## src/rtl/stopwatch_pkg.sv

```systemverilog
// Shared stopwatch types and constants: FSM state encoding and tick divisor.
package stopwatch_pkg;

    typedef enum logic [1:0] {
        IDLE  = 2'd0,
        RUN   = 2'd1,
        LAP   = 2'd2,
        PAUSE = 2'd3
    } sw_state_t;

    // 10 ms tick at a 100 MHz system clock; the tick generator uses this too
    localparam int TICK_DVSR = 10**6;

endpackage

```

## src/rtl/stopwatch_ctrl_rise_detect.sv

```systemverilog
// Rising-edge detector for one debounced button level.
// A level already high when reset is released yields one rise on the first clk.
module rise_detect (
    input  logic clk,
    input  logic rst_n,
    input  logic d,
    output logic rise
);

    logic prev;

    // Remember last cycle's level so a fresh press can be told from a held one
    always_ff @(posedge clk or negedge rst_n) begin
        if (!rst_n) begin
            prev <= 1'b0;
        end else begin
            prev <= d;
        end
    end

    assign rise = d & ~prev;

endmodule

```

## src/rtl/stopwatch_ctrl.sv

```systemverilog
// Stopwatch control FSM: turns start/stop, lap and clear buttons into counter
// enable, counter clear and display-hold controls. Clearing while counting needs
// a long press on btn_clr so a brushed button cannot wipe a running time.
module stopwatch_ctrl
    import stopwatch_pkg::*;
#(
    parameter int LONG_PRESS_TICKS = 100
) (
    input  logic       clk,
    input  logic       rst_n,
    input  logic       tick,
    input  logic       btn_ss,
    input  logic       btn_lap,
    input  logic       btn_clr,
    output logic       count_en,
    output logic       count_clr,
    output logic       display_hold,
    output logic [1:0] state_o
);

    localparam int CNT_W = $clog2(LONG_PRESS_TICKS + 1);
    localparam logic [CNT_W-1:0] LP_MAX = CNT_W'(LONG_PRESS_TICKS);

    sw_state_t        state_reg;
    sw_state_t        state_next;
    logic             clr_next;
    logic             rise_ss;
    logic             rise_lap;
    logic             rise_clr;
    logic [CNT_W-1:0] lp_cnt;
    logic             lp_fired;
    logic             lp_fire;
    logic             counting;

    rise_detect u_rise_ss (
        .clk  (clk),
        .rst_n(rst_n),
        .d    (btn_ss),
        .rise (rise_ss)
    );

    rise_detect u_rise_lap (
        .clk  (clk),
        .rst_n(rst_n),
        .d    (btn_lap),
        .rise (rise_lap)
    );

    rise_detect u_rise_clr (
        .clk  (clk),
        .rst_n(rst_n),
        .d    (btn_clr),
        .rise (rise_clr)
    );

    assign counting = (state_reg == RUN) || (state_reg == LAP);

    // The fired flag makes one continuous hold produce only one clear
    assign lp_fire = counting && (lp_cnt == LP_MAX) && !lp_fired;

    // Long-press timer: counts ticks while clear is held in a counting state
    always_ff @(posedge clk or negedge rst_n) begin
        if (!rst_n) begin
            lp_cnt   <= '0;
            lp_fired <= 1'b0;
        end else begin
            if (!btn_clr || !counting) begin
                lp_cnt <= '0;
            end else if (tick && (lp_cnt != LP_MAX)) begin
                lp_cnt <= lp_cnt + CNT_W'(1);
            end

            if (!btn_clr) begin
                lp_fired <= 1'b0;
            end else if (lp_fire) begin
                lp_fired <= 1'b1;
            end
        end
    end

    // State register plus the registered one-cycle clear pulse
    always_ff @(posedge clk or negedge rst_n) begin
        if (!rst_n) begin
            state_reg <= IDLE;
            count_clr <= 1'b0;
        end else begin
            state_reg <= state_next;
            count_clr <= clr_next;
        end
    end

    // Next-state decode; clear beats start/stop, which beats lap, losers are dropped
    always_comb begin
        state_next = state_reg;
        clr_next   = 1'b0;
        case (state_reg)
            IDLE: begin
                if (rise_clr) begin
                    clr_next = 1'b1;
                end else if (rise_ss) begin
                    state_next = RUN;
                end
            end
            RUN: begin
                if (lp_fire) begin
                    state_next = IDLE;
                    clr_next   = 1'b1;
                end else if (rise_ss) begin
                    state_next = PAUSE;
                end else if (rise_lap) begin
                    state_next = LAP;
                end
            end
            LAP: begin
                if (lp_fire) begin
                    state_next = IDLE;
                    clr_next   = 1'b1;
                end else if (rise_ss) begin
                    state_next = PAUSE;
                end else if (rise_lap) begin
                    state_next = RUN;
                end
            end
            PAUSE: begin
                if (rise_clr) begin
                    state_next = IDLE;
                    clr_next   = 1'b1;
                end else if (rise_ss) begin
                    state_next = RUN;
                end
            end
            default: begin
                state_next = IDLE;
            end
        endcase
    end

    assign count_en     = counting;
    assign display_hold = (state_reg == LAP);
    assign state_o      = state_reg;

endmodule

```

## config.mk

```make
export PLATFORM = sky130hd
export DESIGN_NAME = stopwatch_ctrl
export DESIGN_NICKNAME = d
export VERILOG_FILES = /design/src/rtl/stopwatch_pkg.sv /design/src/rtl/stopwatch_ctrl_rise_detect.sv /design/src/rtl/stopwatch_ctrl.sv
export SDC_FILE = /design/constraint.sdc
export NUM_CORES = 1
export LEC_CHECK = 0
export CORE_ASPECT_RATIO = 1.1
export CORE_MARGIN = 10
export CORE_UTILIZATION = 45
export CTS_CLUSTER_DIAMETER = 30
export DETAILED_ROUTE_END_ITERATION = 6
export GPL_TIMING_DRIVEN = 0
export PLACE_DENSITY = 0.76
export SKIP_CTS_REPAIR_TIMING = 1
export SLEW_MARGIN = 40
export SYNTH_ARGS = -nofsm -noshare
export SYNTH_HDL_FRONTEND = slang
export SYNTH_HIERARCHICAL = 1
export SYNTH_SLANG_ARGS = --single-unit
export TNS_END_PERCENT = 1
```

## constraint.sdc

```tcl
create_clock -name clk -period 5.18 [get_ports clk]
set_clock_uncertainty 0.2 [all_clocks]
set_input_delay 1.036 -clock clk [delete_from_list [all_inputs] [get_ports clk]]
set_output_delay 1.036 -clock clk [all_outputs]
set_load 0.1 [all_outputs]
```

Word level (Yosys, flattened, before mapping)
Cells that the tools add are included.

cells by class
  add/sub/neg operators = 1
  equal/unequal tests = 9
  multiplexer cells = 17
  bitwise logic cells = 6
  reductions and logical operators = 13

operators with widths
  kind                                                                     number
  2-bit 2-to-1 mux                                                         9
  7-bit 2-to-1 mux                                                         2
  2-bit one-hot mux with 4 select lines                                    1
  7-bit by 1-bit adder with 7-bit output, second input constant            1
  7-bit == test, second input constant                                     1
  7-bit inequality test, second input constant                             1
  2-bit == test, second input constant                                     2
  1-bit 2-to-1 mux                                                         4
  4-bit by 1-bit inequality test with 1-bit output, second input constant  1
  4-bit inequality test, second input constant                             1
  2-bit OR reduction                                                       2
  1-bit AND                                                                3
  1-bit logical AND                                                        3
  1-bit logical NOT                                                        3
  1-bit inverter                                                           3
  3-bit AND reduction                                                      1
  2-bit by 1-bit == test with 1-bit output, second input constant          1
  2-bit logical NOT                                                        1
  1-bit logical OR                                                         2
  2-bit by 1-bit inequality test with 1-bit output, second input constant  1
  2-bit inequality test, second input constant                             1
  1-bit one-hot mux with 2 select lines                                    1
  2-bit nonzero test                                                       1

word-level totals
  bits in registers = 14
  bits of input ports = 6
  output and inout port bits = 5

Logic depth before layout (Yosys ltp)
Gate-level depths: netlist of run 1.

  word-level depth = 6
  mapped depth = 6
  mapped depth without buffers = 6

Modules after synthesis
The synthesis of run 1 kept the hierarchy.

by module, submodules not included
  module          times used  cells an instance  area an instance (um^2)  sequential area each (um^2)
  stopwatch_ctrl  1           68                 684.4                    275.3
  rise_detect     3           2                  38.8                     25.0

Worst setup path after synthesis of run 1
No wires, ideal clock.

  kind = register to output
  from = reg state_reg[0], in the netlist state_o[0]
  to = out count_en
  arrival = 2067 ps
  data required time = 3944 ps
  setup slack = 1877 ps
  stages on the path, launching flop included = 3
  path buffers = 0
  path through = dfrtp_1 -> inv_1 -> ha_1

on the way
  cells in the longest elaborated chain, start to end = 2
  elaborated cells between the ends (all ways) = 3
  those cells by class = 2 x eq/ne; 1 x reduce/logical

RTL lines
  item                                                                              RTL line              text
  start, declared                                                                   stopwatch_ctrl.sv:24  sw_state_t state_reg;
  start signal, assigned                                                            stopwatch_ctrl.sv:87  state_reg <= state_next;
  2-bit by 1-bit == test with 1-bit output / 2-bit == test (equally long branches)  stopwatch_ctrl.sv:56  assign counting = (state_reg == RUN) || (state_reg == LAP);
  1-bit logical OR (*)                                                              stopwatch_ctrl.sv:56
  end, declared                                                                     stopwatch_ctrl.sv:15  output logic count_en,

Every way passes the cells marked *; elsewhere a longest branch is shown, timed or not.

Final worst setup path of run 1
Ends and elaborated chain as after synthesis.

==> metrics, run 1 <==
MaxCap Viol Count 0; Pins Over Slew Limit 0; Clk pwr share 0.143; Tmin final between 2000 and 3000 ps; commonest non-fill, non-tap cell in the layout dfrtp_1; hold slack 291.4 ps; fmax roughly 0.34 GHz; Initial Util 0.4904; chip width around 60 um; RSZ-0062 raised after global routing no; HP Start lp_fired; n_diodes 0; DRC 0; FF-to-FF setup slack roughly 3200 ps; Post-Syn Instances 74; PD cells between 400 and 500 nW/um^2; post-synth net total 86; die area between 3000 and 4000 sq um; Via density ~5.5; Hold WC Path Type reg -> reg; layout net count roughly 100; post-route design area around 920 sq um; first drt pass iteration count 4; IO Count 11; max_slew headroom 0.5881; kind of critical path reg -> out; sequential area share after synthesis 0.4375; LEAKAGE 0.4078 nW; CP max FO 6; FF+latch count, synth 14; Final Hold Fails 0; Buffers on Ports 10; Setup crit end kind output pin; first-pass GRT wire length around 2.5 mm; drt wl/cell between 10 and 15 um; Placeable Area 1633 sq um; vias in the first global route 571; Placement Setup Slack 2596 ps; Post-synth EDFFs 0; clk_lat worst skew a little under 300 ps; DR iter-0 viols 19; Final Routed Wirelength 1.492 mm; CTS tree done; most frequent cells in the layout dfrtp_1, nor2_1, inv_1, ha_1; setup_tns 0 ps; Cell Area, Synth about 800 sq um; syn avg cell area ~11 sq um; post-layout util 0.5632; hold path cells 1; final setup fails 0; reported net switching power 0.0002346 W; initial antenna violation count 0; CTS clk-pin slew, worst paths about 80 ps; total CTS buffers 3; Reg2Reg Capture Point state_o[1]; die extent in y between 60 and 70 um; RR Startpoint state_o[0]; Worst Tran Pin Value 616.0 ps; Placer Congestion about 0.84; combinational power share 0.553; Worst EP required between 3000 and 4000 ps; DP HPWL ~1.1 mm; Sw Ratio 0.5355; post-synthesis cell type count 29; row count 15; Via Count around 580; Setup crit end count_en; crit path launch state_o[0]; crit path DAT 1680 ps; startpoint types flip-flop; Synth Warn # 6; largest net degree at the start of global routing 15; Reg area 350.3 sq um; Sink Count 14; H-tree levels 1; P_int just over 0.0002 W; GRT overflow 0; area taken by multi-input logic gates between 400 and 500 sq um; share of layout cells above drive strength 1 0.1839; Sequential Power Share 0.304; Cell Area, Placed approximately 900 sq um; Layout area overhead 14.84%; Synth Flop Type dfrtp_1; Worst VDD drop 0.2660 mV; antenna-violating nets left 0; Final Cycle Share 0.5621; status complete, no violations; post-route setup slack 2268 ps; GR Util All Layers 0.08159; Clock Tree Buf Depth 2; Root Driver clkbuf_4; Fillers 138; fraction of registers with async set/reset 1.000; reg2reg path depth 6
-- critical path, stage by stage (launching register included) --
cell and delay [ps]:
dfrtp_1 460, inv_1 90, ha_1 370, buf_2 460
-- cell usage after synthesis, types with 2 or more instances --
cell	number	area share
xor2_1	4	0.044
nor2b_4	3	0.052
ha_1	6	0.094
o21ai_0	2	0.013
nand4_1	2	0.016
o211ai_1	3	0.028
a21oi_1	4	0.025
dfrtp_1	14	0.44
nor2_1	7	0.033
nor3_1	2	0.013
nand2_1	4	0.019
inv_1	6	0.028
-- final cells by class --
class                      instances  area share
clock buffer                       3     0.02449
inverter                           6     0.02449
multi-input combinational         54      0.4653
sequential                        14      0.3810
tap                               17     0.02313
timing repair buffer              10     0.08163
-- per-stage QoR --
step	std cells	total power [W]
floorplan	74	0.0003347
global placement	101	0.0003881
detailed placement	101	0.0003763
CTS	104	0.0004396
global route	104	0.0004583
finish	104	0.0004381
-- state kept, by name, summed over array words and instances, names as in the netlist --
name             count
state_o              2
lp_fired             1
u_rise_lap/prev      1
u_rise_clr/prev      1
lp_cnt               7
u_rise_ss/prev       1
count_clr            1
-- power groups by stage --
stage / sequential [W] / combinational (W) / clock, W
CTS: 0.000133 / 0.000243 / 0.0000633
global route: 0.000135 / 0.000256 / 0.0000676
detailed placement: 0.000135 / 0.000241 / 0
floorplan: 0.000189 / 0.000146 / 0
global placement: 0.000135 / 0.000253 / 0
finish: 0.000133 / 0.000242 / 0.0000625
-- worst min path at each step --
stage | end
floorplan | lp_fired
global placement | lp_fired
detailed placement | lp_fired
CTS | lp_fired
global route | lp_fired
finish | lp_fired
-- cell families after synthesis --
group,after synthesis,share of synthesized area
and+or+nand+nor,26,0.2313
xor gates and xnor gates,5,0.05469
DFF,14,0.4375
muxes,1,0.01250
AOI/OAI and AO/OA,16,0.1422
adders and majority gates,6,0.09375
buffers and inverters,6,0.02812
-- layer usage --
metal | up-vias | routed length [um] | GRT usage
met5 | - | 0 | 0
li1 | 287 | - | -
met4 | 0 | 35 | 0.05056
met3 | 5 | 56 | 0.01976
met1 | 273 | 688 | 0.1014
met2 | 11 | 711 | 0.1211
Power figures use the tool's default switching activity.
==> run 2, diff against run 1 <==
--- a/config.mk
+++ b/config.mk
@@ -11,7 +11,7 @@
 export CTS_CLUSTER_DIAMETER = 30
 export DETAILED_ROUTE_END_ITERATION = 6
 export GPL_TIMING_DRIVEN = 0
-export PLACE_DENSITY = 0.76
+export PLACE_DENSITY = 0.78
 export SKIP_CTS_REPAIR_TIMING = 1
 export SLEW_MARGIN = 40
 export SYNTH_ARGS = -nofsm -noshare
==> constraint.sdc (replaced) <==
create_clock -name clk -period 2.65 [get_ports clk]
set_clock_uncertainty 0.2 [all_clocks]
set_input_delay 0.53 -clock clk [delete_from_list [all_inputs] [get_ports clk]]
set_output_delay 0.53 -clock clk [all_outputs]
set_load 0.1 [all_outputs]
==> run 2 against run 1 <==
Compared with the run above:
- wire length grew 0.80%
- final cell count is 0.96% higher
- sequential share of layout area decreased by 0.50 points
- utilization increased by 1.1 points
- hold slack gained 5.7 ps
- critical path depth is the same
- die area unchanged
- first-iteration DRC count down 26%
- global-route usage is 0.31 points higher
- flip-flop and latch count unchanged
- clock power rose to 2.5 times the previous value
- sequential power grew 97%
- largest cell class unchanged
==> metrics, run 2 (synthesized netlist as in run 1, its figures left out) <==
status complete, no violations; max FFs per register 7 (unchanged); layout net count 101 (unchanged); IO Count 11 (unchanged); clk_lat worst skew 280 ps (about the same); H-tree levels 1 (unchanged); drt wl/cell 14.32 um (-0.16%); post-route setup slack 324.2 ps (-1944 ps); Fillers 134 (-2.9%); DP HPWL 1.148 mm (+3.8%); Worst VDD drop 0.5155 mV (+94%); final non-filler cell total 105 (+0.96%); Clock Tree Buf Depth 2 (unchanged); Via Count 560 (-2.8%); CP cell instances inv_1, ha_2, buf_2; max_slew headroom 0.5903 (+0.002196); Worst EP required 1920 ps (-2020 ps); chip width 60.22 um (unchanged); Placeable Area 1633 sq um (unchanged); dpl cells 101 (unchanged); Critical path buffers and inverters 2 (unchanged); largest net degree at the start of global routing 15 (unchanged); first drt pass iteration count 4 (unchanged); CP max stage cell buf_2; antenna-violating nets left 0 (unchanged); Initial Util 0.4904 (unchanged); Buffers on Ports 10 (unchanged); Final Hold Fails 0 (unchanged); LEAKAGE 0.4111 nW (+0.80%); GRT overflow 0 (unchanged); commonest non-fill, non-tap cell in the layout dfrtp_1; final setup fails 0 (unchanged); Reg with most FFs lp_cnt; CP max FO 6 (unchanged); MaxCap Viol Count 0 (unchanged); Max stage delay on crit path 440 ps (-20 ps); PD cells 955.6 nW/um^2 (+100%); post-layout util 0.5747 (+0.01150); Placement Setup Slack 577.2 ps (-2018 ps); total CTS buffers 3 (unchanged); first-pass GRT wire length 2.587 mm (+3.0%); Pins Over Slew Limit 0 (unchanged); Placer Congestion 0.7703 (-7.9%); setup_tns 0 ps (unchanged); startpoint types flip-flop; Root Driver clkbuf_4; Worst Tran Pin Value 612.7 ps (-3.284 ps); Setup crit end kind output pin; most frequent cells in the layout dfrtp_1, nor2_1, inv_1; vias in the first global route 603 (+5.6%); CTS tree done; die area 3869 sq um (unchanged); cell family with most CP delay buffers and inverters; share of layout cells above drive strength 1 0.2273 (+0.04336); DR iter-0 viols 14 (-5); kind of critical path reg -> out; die extent in y 64.24 um (unchanged); Final Routed Wirelength 1.504 mm (+0.80%); Tmin final around 2300 ps; RSZ-0062 raised after global routing no; GR Util All Layers 0.08465 (+0.003061); CTS clk-pin slew, worst paths 90 ps (about the same); Via density 5.333 (-3.7%); fmax 0.4300 GHz; crit path DAT 1600 ps (-80 ps); initial antenna violation count 0 (unchanged); FF-to-FF setup slack 660 ps (-2490 ps); row count 15 (unchanged); Final Cycle Share 0.8776; Hold WC Path Type reg -> reg; DRC 0 (unchanged); Sink Count 14 (unchanged); Layout area overhead 17.19%; n_diodes 0 (unchanged); hold slack 297.2 ps (+5.723 ps)
## run 2: power by group
part           switching [W]  internal, W  total [W]
combinational       0.000362     0.000115   0.000477
sequential         0.0000246     0.000238   0.000262
clock              0.0000734    0.0000836   0.000157
## run 2: final timing paths
kind,startpoint,to,cells after the start
worst max-delay path,state_o[0],count_en,3
worst min-delay path,lp_fired,lp_fired,1
worst max register to register,state_o[0],state_o[1],6
worst min register to register,lp_fired,lp_fired,1
max in group asynchronous,rst_n,state_o[1],1
min in group asynchronous,rst_n,lp_cnt[0],1
## run 2: area by class of cell
type | instances | area (sq um) | area share
inverters | 6 | 22.52 | 0.02400
well taps | 17 | 21.27 | 0.02267
multi-input cells | 54 | 430.4 | 0.4587
flip-flops and latches | 14 | 352.8 | 0.3760
repair buffers | 10 | 75.07 | 0.08000
clock buffers | 4 | 36.28 | 0.03867
## run 2: per-stage QoR
stage | total power, W | cell area, sq um
global route | 0.0009441 | 938.4
CTS | 0.0008998 | 938.4
detailed placement | 0.0007415 | 902.1
finish | 0.0008967 | 938.4
global placement | 0.0007673 | 927.1
floorplan | 0.0006637 | 805.8
## run 2: per-layer routing
layer | wire [um] | track usage | share of wire | vias up
met4 | 10 | 0.02809 | 0.0066 | 0
met2 | 744 | 0.1366 | 0.49 | 10
met3 | 47 | 0.03162 | 0.031 | 2
li1 | - | - | - | 289
met1 | 701 | 0.09898 | 0.47 | 259
met5 | 0 | 0 | 0 | -
